**src/rtl/lsu_pkg.sv**
```systemverilog
// Shared definitions for the load/store unit: access-size encodings, FSM state
// constants and the size of the attached word memory.
package lsu_pkg;

    // Access size encodings carried on req_size
    localparam logic [1:0] SZ_BYTE    = 2'd0;
    localparam logic [1:0] SZ_HALF    = 2'd1;
    localparam logic [1:0] SZ_WORD    = 2'd2;
    localparam logic [1:0] SZ_ILLEGAL = 2'd3;

    // Attached memory depth in 32-bit words; byte addresses beyond it are rejected
    localparam int MEM_WORDS       = 1024;
    localparam int ADDR_LIMIT_BITS = $clog2(MEM_WORDS * 4);

    // FSM state type and encodings
    typedef logic [2:0] lsu_state_t;
    localparam lsu_state_t ST_IDLE    = 3'd0;
    localparam lsu_state_t ST_RD_ADDR = 3'd1;
    localparam lsu_state_t ST_RD_DATA = 3'd2;
    localparam lsu_state_t ST_WR      = 3'd3;
    localparam lsu_state_t ST_RESP    = 3'd4;

endpackage

```
**src/rtl/lsu_align.sv**
```systemverilog
// Byte-lane extraction for loads and lane merge for sub-word stores.
// Purely combinational. Sub-word handling exists only when LSU_SUBWORD_EN is
// defined; otherwise words pass straight through and no merge logic is built.
module lsu_align
    import lsu_pkg::*;
(
    input  logic [1:0]  size,
    input  logic [1:0]  lane,
    input  logic        is_unsigned,
    input  logic [31:0] rdata_word,
    input  logic [31:0] wdata,
    output logic [31:0] load_data,
    output logic [31:0] merged_word
);

`ifdef LSU_SUBWORD_EN
    logic [7:0]  sel_byte;
    logic [15:0] sel_half;

    // Pick the addressed lanes out of the memory word, extend them, and build
    // the read-modify-write word with only the addressed lanes replaced
    always_comb begin
        sel_byte    = rdata_word[{lane, 3'b000} +: 8];
        sel_half    = rdata_word[{lane[1], 4'b0000} +: 16];
        load_data   = rdata_word;
        merged_word = wdata;
        case (size)
            SZ_BYTE: begin
                load_data   = {{24{sel_byte[7] & ~is_unsigned}}, sel_byte};
                merged_word = rdata_word;
                merged_word[{lane, 3'b000} +: 8] = wdata[7:0];
            end
            SZ_HALF: begin
                load_data   = {{16{sel_half[15] & ~is_unsigned}}, sel_half};
                merged_word = rdata_word;
                merged_word[{lane[1], 4'b0000} +: 16] = wdata[15:0];
            end
            default: ;
        endcase
    end
`else
    // Word-only build: size/lane/sign controls have no effect
    logic unused_ok;
    assign unused_ok   = ^{size, lane, is_unsigned};
    assign load_data   = rdata_word;
    assign merged_word = wdata;
`endif

endmodule

```
**src/rtl/load_store_unit.sv**
```systemverilog
// Load/store unit: accepts one CPU request at a time, performs it against a
// word-addressed synchronous memory and returns a one-cycle response pulse.
// Build option: define LSU_SUBWORD_EN to enable byte/half accesses (sub-word
// stores use read-modify-write); without it only aligned words are legal.
module load_store_unit
    import lsu_pkg::*;
(
    input  logic        clock,
    input  logic        reset_n,
    input  logic        req_valid,
    output logic        req_ready,
    input  logic        req_we,
    input  logic [1:0]  req_size,
    input  logic        req_unsigned,
    input  logic [31:0] req_addr,
    input  logic [31:0] req_wdata,
    output logic        resp_valid,
    output logic [31:0] resp_rdata,
    output logic        resp_err,
    output logic        mem_rw,
    output logic [31:0] mem_ain,
    output logic [31:0] mem_din,
    input  logic [31:0] mem_dout
);

    lsu_state_t  state;
    logic        we_reg;
    logic [1:0]  size_reg;
    logic        uns_reg;
    logic [31:0] addr_reg;
    logic [31:0] wdata_reg;
    logic [31:0] rdata_reg;
    logic        err_reg;

    logic        accept;
    logic        req_err;
    logic [31:0] load_data;
    logic [31:0] merged_word;

    assign req_ready = (state == ST_IDLE);
    assign accept    = req_valid && req_ready;

    // Classify the incoming request: out-of-range, misaligned or unsupported size
    always_comb begin
        req_err = (req_addr[31:ADDR_LIMIT_BITS] != '0);
`ifdef LSU_SUBWORD_EN
        case (req_size)
            SZ_BYTE: ;
            SZ_HALF: if (req_addr[0]) req_err = 1'b1;
            SZ_WORD: if (req_addr[1:0] != 2'b00) req_err = 1'b1;
            default: req_err = 1'b1;
        endcase
`else
        if (req_size != SZ_WORD || req_addr[1:0] != 2'b00) req_err = 1'b1;
`endif
    end

    lsu_align u_align (
        .size        (size_reg),
        .lane        (addr_reg[1:0]),
        .is_unsigned (uns_reg),
        .rdata_word  (mem_dout),
        .wdata       (wdata_reg),
        .load_data   (load_data),
        .merged_word (merged_word)
    );

    // Request capture and sequencing through the access FSM
    always_ff @(posedge clock or negedge reset_n) begin
        if (!reset_n) begin
            state     <= ST_IDLE;
            we_reg    <= 1'b0;
            size_reg  <= SZ_BYTE;
            uns_reg   <= 1'b0;
            addr_reg  <= '0;
            wdata_reg <= '0;
            rdata_reg <= '0;
            err_reg   <= 1'b0;
        end else begin
            case (state)
                ST_IDLE: begin
                    if (accept) begin
                        we_reg    <= req_we;
                        size_reg  <= req_size;
                        uns_reg   <= req_unsigned;
                        addr_reg  <= req_addr;
                        wdata_reg <= req_wdata;
                        rdata_reg <= '0;
                        err_reg   <= req_err;
                        if (req_err)
                            state <= ST_RESP;
                        else if (req_we && req_size == SZ_WORD)
                            state <= ST_WR;
                        else
                            state <= ST_RD_ADDR;
                    end
                end
                ST_RD_ADDR: state <= ST_RD_DATA;
                ST_RD_DATA: begin
                    if (we_reg) begin
                        wdata_reg <= merged_word;
                        state     <= ST_WR;
                    end else begin
                        rdata_reg <= load_data;
                        state     <= ST_RESP;
                    end
                end
                ST_WR:   state <= ST_RESP;
                ST_RESP: state <= ST_IDLE;
                default: state <= ST_IDLE;
            endcase
        end
    end

    // Outputs decode from state so reset clears them without waiting for an edge
    always_comb begin
        resp_valid = (state == ST_RESP);
        resp_err   = (state == ST_RESP) && err_reg;
        resp_rdata = (state == ST_RESP) ? rdata_reg : 32'h0;
        mem_rw     = (state == ST_WR);
        mem_ain    = (state != ST_IDLE) ? {2'b00, addr_reg[31:2]} : 32'h0;
        mem_din    = (state == ST_WR) ? wdata_reg : 32'h0;
    end

endmodule

```
**config.mk**
```make
export PLATFORM = sky130hd
export DESIGN_NAME = load_store_unit
export DESIGN_NICKNAME = d
export VERILOG_FILES = /design/src/rtl/lsu_pkg.sv /design/src/rtl/lsu_align.sv /design/src/rtl/load_store_unit.sv
export SDC_FILE = /design/constraint.sdc
export NUM_CORES = 1
export LEC_CHECK = 0
export BUFFER_PORTS_ARGS = -buffer_cell sky130_fd_sc_hd__buf_4
export CORE_MARGIN = 2
export CORE_UTILIZATION = 52
export DETAILED_ROUTE_END_ITERATION = 10
export PLACE_DENSITY = 0.86
export SLEW_MARGIN = 15
export SYNTH_ARGS = -nofsm -noshare
export SYNTH_HDL_FRONTEND = slang
export SYNTH_SLANG_ARGS = --single-unit
```
**constraint.sdc**
```tcl
create_clock -name clock -period 4 [get_ports clock]
set_clock_uncertainty 0.15 [all_clocks]
set_input_delay 0.8 -clock clock [delete_from_list [all_inputs] [get_ports clock]]
set_output_delay 0.8 -clock clock [all_outputs]
set_load 0.03 [all_outputs]
```
==> impl_metrics.py, run 1 <==
metrics = {
    "floorplan": {
        "core-area_um2": 9060,
        "pin_count": 203,
        "die_h_um": 99.9,
        "die_area_um2": 9990,
        "initial_utilization_pct": 52.8,
        "rows": 35,
        "die_x_um": 99.9,
    },
    "layout": {
        "nFillCells": 647,
        "drive_gt1_share_pct": 48.0,
        "ff_latch_area_um2": 2480,
        "multiInputGateArea_um2": 2050,
        "finalCoreUtilization_pct": 72.8,
        "design_area_um2": 6600,
        "nets": 708,
        "area_growth_pct": 37.9,
        "diodes": 0,
    },
    "synthesis": {
        "synthArstFlopShare_pct": 100,
        "yosysUniqueCellTypes": 37,
        "yosys_warnings": 0,
        "yosysMostFrequentCell": "dfrtp_1",
        "netlist.area_leader.share_pct": 51.8,
        "synth_edf_count": 0,
        "synth_commonest_cells": "dfrtp_1 (99), mux2_2 (44), and2_1 (34)",
        "syn_area_um2": 4790,
        "avgSynthCellArea_um2": 11.6,
        "yosysSeqAreaShare_pct": 51.8,
        "synth_largest_area_cell": "dfrtp_1",
        "synth_area_leaders": "dfrtp_1 (52%), mux2_2 (10%), mux2i_1 (6.5%)",
        "ys.flop_type": "dfrtp_1",
        "synth-seq-cells": 99,
        "syn_inst": 414,
    },
    "power_and_ir_drop": {
        "p_clk_share_pct": 28.5,
        "p_sw_share_pct": 28.0,
        "cellLeakagePower_nw": 3.43,
        "ir_drop_mv": 0.303,
        "power.density_nw_per_um2": 402,
        "switchingPower_mw": 0.741,
        "p_int_mw": 1.91,
        "combinationalPowerShare_pct": 25.3,
        "p_seq_share_pct": 46.2,
    },
    "route": {
        "via_count": 3656,
        "viasPerCell": 5.07,
        "ant_nets": 0,
        "drtPass1Iterations": 4,
        "wl_per_cell_um": 15.9,
        "drc_errors": 0,
        "drt_iter0_drc": 123,
        "wl_um": 11500,
    },
    "job": {
        "max_cap_violations": 0,
    },
    "placement": {
        "place_hpwl_um": 8230,
        "port-buffer-count": 199,
        "routabilityCongestion": 0.766,
        "dpl_cell_area_um2": 6350,
        "dp_slack_ps": 1150,
    },
    "global_route": {
        "grt_pass1_wl_um": 18800,
        "gr-total-overflow": 0,
        "grtUsageTotal_pct": 23.5,
        "antenna_found_initial": 0,
        "grt_pass1_vias": 3883,
        "grt_start_max_net_pins": 86,
    },
    "critical_path": {
        "path_class": "flip-flop to output port",
        "cp-start-kind": "flip-flop",
        "critical_path.max_stage_delay_ps": 670,
        "worstRegToRegCells": 3,
        "reg2reg_from": "state[0]",
        "arrival_ps": 1950,
        "cp_max_fo": 43,
        "worstReg2RegEnd": "addr_reg[26]",
        "worstPathRequired_ps": 3050,
        "cpMaxStageDelayCell": "dfrtp_2",
        "path_common_cell": "buf_4",
        "crit_end": "resp_rdata[21]",
        "rrSetupSlack_ps": 1530,
        "critPathLaunch": "state[0]",
        "crit_path_end_kind": "output port",
        "crit_chain": "nor3b_2 -> buf_4 -> and2_1 -> buf_4",
    },
    "timing": {
        "relSlewSlack_pct": 48.5,
        "finalHoldViolations": 0,
        "timing.final.ws_setup_ps": 1100,
        "worst_slew_pin_slew_ps": 773,
        "fmax_ghz": 0.344,
        "setup_violations": 0,
        "grt_setup_unrepaired": "no",
        "setup_tns_ps": 0,
        "drv_slew": 0,
        "min_period_over_period_pct": 72.6,
        "period_needed_ps": 2900,
    },
    "clock_tree": {
        "cts_tree": "built",
        "cts_root_buf": "clkbuf_8",
        "hold_buffers": 0,
        "cts.htree.levels": 3,
        "cts_buffer_depth": 2,
        "path_clk_slew_ps": 90,
        "clk-insertion-delay-late_ps": 350,
        "cts_num_sinks": 99,
        "cts_setup_buffers": 0,
        "cts_buffers": 9,
        "cts_resized": 0,
    },
    "run_status": {
        "status": "finished, final reports clean",
    },
    "min_path": {
        "min_path_type": "input port to asynchronous set/reset pin",
    },
}
cell type report:
cell class              count  share of cell area [%]
flip-flops and latches     99                    37.6
inverters                  33                    1.88
clock inverters             7                    1.76
repair buffers            209                    23.8
multi-input cells         253                    31.0
clock buffers               9                    1.88
well taps                 111                    2.10
per-stage QoR:
step	total power, mW	cells	hold WS, ps
after floorplan	1.66	415	308
after global placement	1.89	705	320
after detailed placement	1.92	705	336
after CTS	2.68	721	359
after global routing	2.77	721	374
final	2.65	721	344
placed cells by master (no fill, tap or decap), drive strengths merged, types with 2 or more instances in the layout:
master,netlist,final
buf,14,209
dfrtp,99,99
mux2,62,62
and2,34,34
nand2,33,33
inv,33,33
and3,32,32
nor2b,31,31
mux2i,31,31
clkbuf,16,9
nor4,5,5
bufinv,0,3
clkinv,0,3
nand3b,2,2
o21ai,2,2
conb,1,2
nor3b,2,2
nor4b,2,2
a21oi,2,2
routing by layer:
layer / part of all wire, % / global-route usage [%] / up-vias
met4: 1.8 / 8.64 / 0
li1: - / - / 1737
met3: 7.9 / 7.17 / 16
met2: 49 / 38.5 / 143
met1: 41 / 29.8 / 1760
met5: 0 / 0 / -
worst min path at each step:
stage	start	endpoint	cells past startpoint
final	reset_n	addr_reg[31]	1
after global routing	wdata_reg[18]	wdata_reg[18]	1
after global placement	rdata_reg[31]	rdata_reg[31]	1
after CTS	addr_reg[29]	addr_reg[29]	1
after floorplan	rdata_reg[31]	rdata_reg[31]	1
after detailed placement	addr_reg[28]	addr_reg[28]	1
cells by family (layout without fill, tap and decap cells):
family          Yosys count  after routing  share of synthesized area, %
simple gates            148            148                          17.9
mux                      93             93                          22.5
flops                    99             99                          51.8
other cells               1              2                        0.0784
buf+inv                  63            258                          6.20
compound gates           10             10                          1.54
power by group through the flow:
stage	sequential (mW)	clock [mW]	combinational, mW
after floorplan	1.21	0	0.446
after global placement	1.23	0	0.654
after detailed placement	1.25	0	0.674
after CTS	1.23	0.772	0.677
after global routing	1.25	0.812	0.715
final	1.23	0.756	0.670
worst max-delay path: cells and delay by family, from the launching register on:
| kind | cells | cell delay (ps) |
|---|---|---|
| buf+inv | 2 | 460 |
| simple gates | 2 | 470 |
| flops | 1 | 670 |
(Power assumes the default switching activity.)
==> run 2, diff against run 1 <==
CORE_UTILIZATION = 48   (was 52)
PLACE_DENSITY = 0.8   (was 0.86)
clock period = 3 ns   (was 4 ns; I/O delays follow)
==> run 2 against run 1 <==
Core utilization shrank 5.0 points. Critical path depth is the same. Register-to-register slack lost 750 ps. Critical path type unchanged. Highest routed layer unchanged.
==> impl_metrics.py, run 2 (synthesized netlist as in run 1, its figures left out) <==
metrics = {
    "critical_path": {
        "crit_chain": "nor3b_2 -> buf_4 -> and2_1 -> buf_4",
        "path_buf_inv": 2,
        "cpMaxStageDelayCell": "dfrtp_1",
        "cp-start-kind": "flip-flop",
        "worstPathRequired_ps": 2250,
        "worstRegToRegCells": 3,
        "arrival_ps": 1800,
        "cp_max_fo": 33,
        "cpLargestDelayFamily": "flip-flops",
        "critical_path.max_stage_delay_ps": 530,
        "crit_path_end_kind": "output port",
        "path_class": "flip-flop to output port",
        "cp.depth": 4,
        "path_common_cell": "buf_4",
    },
    "job": {
        "max_cap_violations": 0,
    },
    "timing": {
        "grt_setup_unrepaired": "no",
        "worst_slew_pin_slew_ps": 621,
        "min_period_over_period_pct": 85.2,
        "fmax_ghz": 0.391,
        "setup_violations": 0,
        "relSlewSlack_pct": 58.2,
        "drv_slew": 0,
        "period_needed_ps": 2550,
        "finalHoldViolations": 0,
        "setup_tns_ps": 0,
    },
    "layout": {
        "layout.cells.most_common_list": "buf_4 (209), dfrtp_1 (99), mux2_2 (44)",
        "area_growth_pct": 37.8,
        "mostFrequentLayoutCell": "buf_4",
        "design_area_um2": 6590,
        "nets": 710,
        "drive_gt1_share_pct": 47.5,
        "diodes": 0,
        "nFillCells": 766,
        "stdcell_count": 743,
    },
    "floorplan": {
        "die_x_um": 104,
        "rows": 36,
        "core-area_um2": 9730,
        "initial_utilization_pct": 49.2,
        "pin_count": 203,
        "die_h_um": 104,
        "die_area_um2": 10800,
    },
    "power_and_ir_drop": {
        "power.density_nw_per_um2": 508,
        "p_int_mw": 2.39,
        "cellLeakagePower_nw": 3.42,
        "p_sw_share_pct": 28.6,
        "switchingPower_mw": 0.958,
        "combinationalPowerShare_pct": 26.7,
        "p_seq_share_pct": 48.8,
        "ir_drop_mv": 0.335,
        "p_clk_share_pct": 24.5,
    },
    "route": {
        "ant_nets": 0,
        "wl_per_cell_um": 15.8,
        "wl_um": 11700,
        "viasPerCell": 4.97,
        "drtPass1Iterations": 4,
        "drc_errors": 0,
        "drt_iter0_drc": 182,
        "via_count": 3693,
    },
    "clock_tree": {
        "cts_buffers": 9,
        "cts_root_buf": "clkbuf_8",
        "cts_tree": "built",
        "cts_buffer_depth": 2,
        "cts_setup_buffers": 0,
        "clk-insertion-delay-late_ps": 350,
        "cts_num_sinks": 99,
        "path_clk_slew_ps": 90,
        "cts.htree.levels": 3,
    },
    "global_route": {
        "antenna_found_initial": 0,
        "grt_pass1_wl_um": 19100,
        "grt_pass1_vias": 3842,
        "grtUsageTotal_pct": 21.9,
        "grt_start_max_net_pins": 53,
        "gr-total-overflow": 0,
    },
    "placement": {
        "dpl_cell_area_um2": 6400,
        "dp_cells": 728,
        "port-buffer-count": 199,
        "place_hpwl_um": 8510,
        "routabilityCongestion": 0.787,
    },
    "run_status": {
        "status": "finished, final reports clean",
    },
    "min_path": {
        "holdPathStages": 2,
        "min_path_type": "input port to flip-flop",
    },
}
[run 2: cell count changes in the layout (fill, tap and decap cells not counted), sizes merged]
cell	previous run	this run
buf	209	210
bufinv	3	1
clkbuf	9	11
dlygate4sd3	0	1
clkinvlp	1	0
clkinv	3	2
[run 2: path summary, 6_finish.rpt]
path / slack, ps / startpoint / to
min reg2reg: 360 / rdata_reg[31] / rdata_reg[31]
min in group asynchronous: 490 / reset_n / rdata_reg[7]
min: 330 / req_wdata[28] / wdata_reg[28]
max reg2reg: 780 / state[0] / wdata_reg[4]
max: 450 / state[2] / resp_rdata[31]
max in group asynchronous: 1510 / reset_n / addr_reg[3]
[run 2: final cells by class]
cell class / count / area (um^2) / area share, %
Multi-Input combinational cell: 253 / 2050 / 31.0
Inverter: 33 / 124 / 1.88
Clock buffer: 11 / 141 / 2.14
Tap cell: 133 / 166 / 2.52
Sequential cell: 99 / 2480 / 37.6
Clock inverter: 3 / 40.0 / 0.607
Timing Repair Buffer: 211 / 1600 / 24.3
[run 2: repair_timing]
action,4_1_cts,5_1_grt
resized for setup,0,0
endpoints found under the hold margin,12,0
hold buffers,1,0
[run 2: metal layers]
metal	track usage, %	up-vias	part of all wire, %
li1	-	1736	-
met1	27.1	1798	41
met2	36.4	146	49
met3	6.95	13	8.3
met4	7.24	0	1.3
met5	0	-	0
[run 2: metrics by stage]
stage          worst slack (ps)  power (mW)  hold WS, ps  util [%]
6_report                    445        3.35          327      67.8
5_1_grt                     317        3.52          303      67.8
2_1_floorplan               588        2.21          154         -
4_1_cts                     427        3.39          304      67.8
3_3_place_gp                748        2.52          310      65.8
3_5_place_dp                676        2.56          315      65.8
[run 2: power by group through the flow]
stage,Sequential (mW),Clock [mW],Combinational (mW)
after floorplan,1.62,0,0.594
after global placement,1.65,0,0.879
after detailed placement,1.66,0,0.900
after CTS,1.64,0.845,0.904
after global routing,1.66,0.904,0.951
final,1.64,0.821,0.894
==> run 3, diff against run 2 <==
==> constraint.sdc (replaced) <==
create_clock -name clock -period 3 [get_ports clock]
set_clock_uncertainty 0.15 [all_clocks]
set_input_delay 0.15 -clock clock [delete_from_list [all_inputs] [get_ports clock]]
set_output_delay 0.15 -clock clock [all_outputs]
set_load 0.03 [all_outputs]
==> run 3 against run 2 <==
Sequential cell count unchanged. Combinational power grew 14%. Worst setup slack improved by 250 ps. Non-clock buffer count grew 95. Cell count up 13%. Maximum frequency up 11%.
==> impl_metrics.py, run 3 (synthesized netlist as in run 1, its figures left out) <==
metrics = {
    "clock_tree": {
        "cts_buffers": 9,
        "clk-insertion-delay-late_ps": 370,
        "path_clk_slew_ps": 100,
        "cts_resized": 0,
        "cts.htree.levels": 3,
        "cts_buffer_depth": 2,
        "cts_num_sinks": 99,
        "cts_root_buf": "clkbuf_8",
        "cts_tree": "built",
    },
    "critical_path": {
        "cp_max_fo": 36,
        "cp-start-kind": "flip-flop",
        "arrival_ps": 2000,
        "cpMaxStageDelayCell": "dfrtp_1",
        "path_class": "flip-flop to output port",
        "critPathLaunch": "state[0]",
        "worstPathRequired_ps": 2700,
        "worstRegToRegCells": 5,
        "critical_path.max_stage_delay_ps": 470,
        "rrSetupSlack_ps": 900,
        "crit_end": "resp_rdata[15]",
        "path_common_cell": "buf_4",
        "crit_path_end_kind": "output port",
        "reg2reg_from": "state[0]",
        "worstReg2RegEnd": "rdata_reg[26]",
        "crit_chain": "buf_4 -> nor3b_2 -> buf_4 -> and2_1 -> buf_4",
    },
    "route": {
        "via_count": 4174,
        "drtPass1Iterations": 4,
        "ant_nets": 0,
        "drc_errors": 0,
        "drt_iter0_drc": 167,
        "wl_per_cell_um": 16.9,
        "wl_um": 14200,
        "viasPerCell": 4.97,
    },
    "floorplan": {
        "core-area_um2": 9730,
        "die_area_um2": 10800,
        "die_x_um": 104,
        "rows": 36,
        "die_h_um": 104,
        "initial_utilization_pct": 49.2,
        "pin_count": 203,
    },
    "layout": {
        "mostFrequentLayoutCell": "buf_4",
        "layout.cells.most_common_list": "buf_4 (207), dfrtp_1 (99), dlygate4sd3_1 (97)",
        "area_growth_pct": 57.9,
        "diodes": 0,
        "stdcell_count": 840,
        "nFillCells": 575,
        "finalCoreUtilization_pct": 77.7,
        "drive_gt1_share_pct": 41.3,
        "nets": 805,
    },
    "placement": {
        "dp_cells": 727,
        "place_hpwl_um": 8240,
        "routabilityCongestion": 0.769,
        "port-buffer-count": 199,
    },
    "min_path": {
        "min_path_type": "input port to flip-flop",
        "min_from": "req_size[0]",
    },
    "timing": {
        "worst_slew_pin_slew_ps": 669,
        "whs_ps": 38.9,
        "grt_setup_unrepaired": "no",
        "period_needed_ps": 2300,
        "setup_violations": 0,
        "drv_slew": 0,
        "setup_tns_ps": 0,
        "relSlewSlack_pct": 55.4,
        "min_period_over_period_pct": 76.7,
        "finalHoldViolations": 0,
        "fmax_ghz": 0.435,
    },
    "power_and_ir_drop": {
        "cellLeakagePower_nw": 3.81,
        "ir_drop_mv": 0.351,
        "power.density_nw_per_um2": 459,
    },
    "global_route": {
        "grt_pass1_vias": 4680,
        "grt_start_max_net_pins": 52,
        "antenna_found_initial": 0,
        "grtUsageTotal_pct": 27.0,
        "gr-total-overflow": 0,
        "grt_pass1_wl_um": 23600,
    },
    "job": {
        "max_cap_violations": 0,
    },
    "run_status": {
        "status": "finished, final reports clean",
    },
}
[run 3: cell types whose count changed in the layout (fill, tap and decap cells not counted)]
| cell | before | now |
|---|---|---|
| clkinv_4 | 0 | 1 |
| dlygate4sd3_1 | 1 | 97 |
| bufinv_16 | 1 | 0 |
| clkinvlp_4 | 0 | 3 |
| buf_12 | 1 | 2 |
| clkbuf_1 | 1 | 0 |
| buf_4 | 209 | 207 |
[run 3: final cells by class]
type / instances / area [um^2] / area share [%]
Inverter: 33 / 124 / 1.64
Sequential cell: 99 / 2480 / 32.8
Timing Repair Buffer: 306 / 2560 / 33.9
Tap cell: 133 / 166 / 2.20
Clock buffer: 10 / 138 / 1.82
Multi-Input combinational cell: 253 / 2050 / 27.1
Clock inverter: 6 / 41.3 / 0.546
[run 3: worst min path at each step]
stage                         to  cells after the start
global route            state[1]                      4
floorplan           addr_reg[10]                      0
detailed placement  rdata_reg[5]                      1
finish                  state[1]                      4
global placement    rdata_reg[5]                      1
CTS                     state[1]                      4
[run 3: layer usage]
| metal | vias up | wire length, um | track usage, % |
|---|---|---|---|
| met1 | 2041 | 5790 | 33.2 |
| li1 | 1932 | - | - |
| met2 | 173 | 7130 | 46.5 |
| met4 | 0 | 322 | 8.78 |
| met3 | 28 | 955 | 7.14 |
| met5 | - | 0 | 0 |
[run 3: power by group]
| group | internal, mW | switching, mW |
|---|---|---|
| Sequential | 1.53 | 0.114 |
| Clock | 0.323 | 0.480 |
| Combinational | 0.549 | 0.470 |
[run 3: timing repair]
action                                 in CTS  in global routing
hold buffers                               97                  0
endpoints found under the hold margin     144                  0
buffers inserted                            0                  0
[run 3: critical path: cells and delay by family, from the launching register on]
| kind | cells | cell delay (ps) |
|---|---|---|
| buffers and inverters | 3 | 760 |
| flip-flops | 1 | 470 |
| AND/OR/NAND/NOR | 2 | 380 |
[run 3: stage by stage]
step                      area, um^2  total power, mW  worst slack (ps)
after floorplan                 4790             2.21              1040
after global placement          6410             2.53              1020
after detailed placement        6410             2.56               920
after CTS                       7560             3.46               710
after global routing            7560             3.63               568
final                           7560             3.47               699
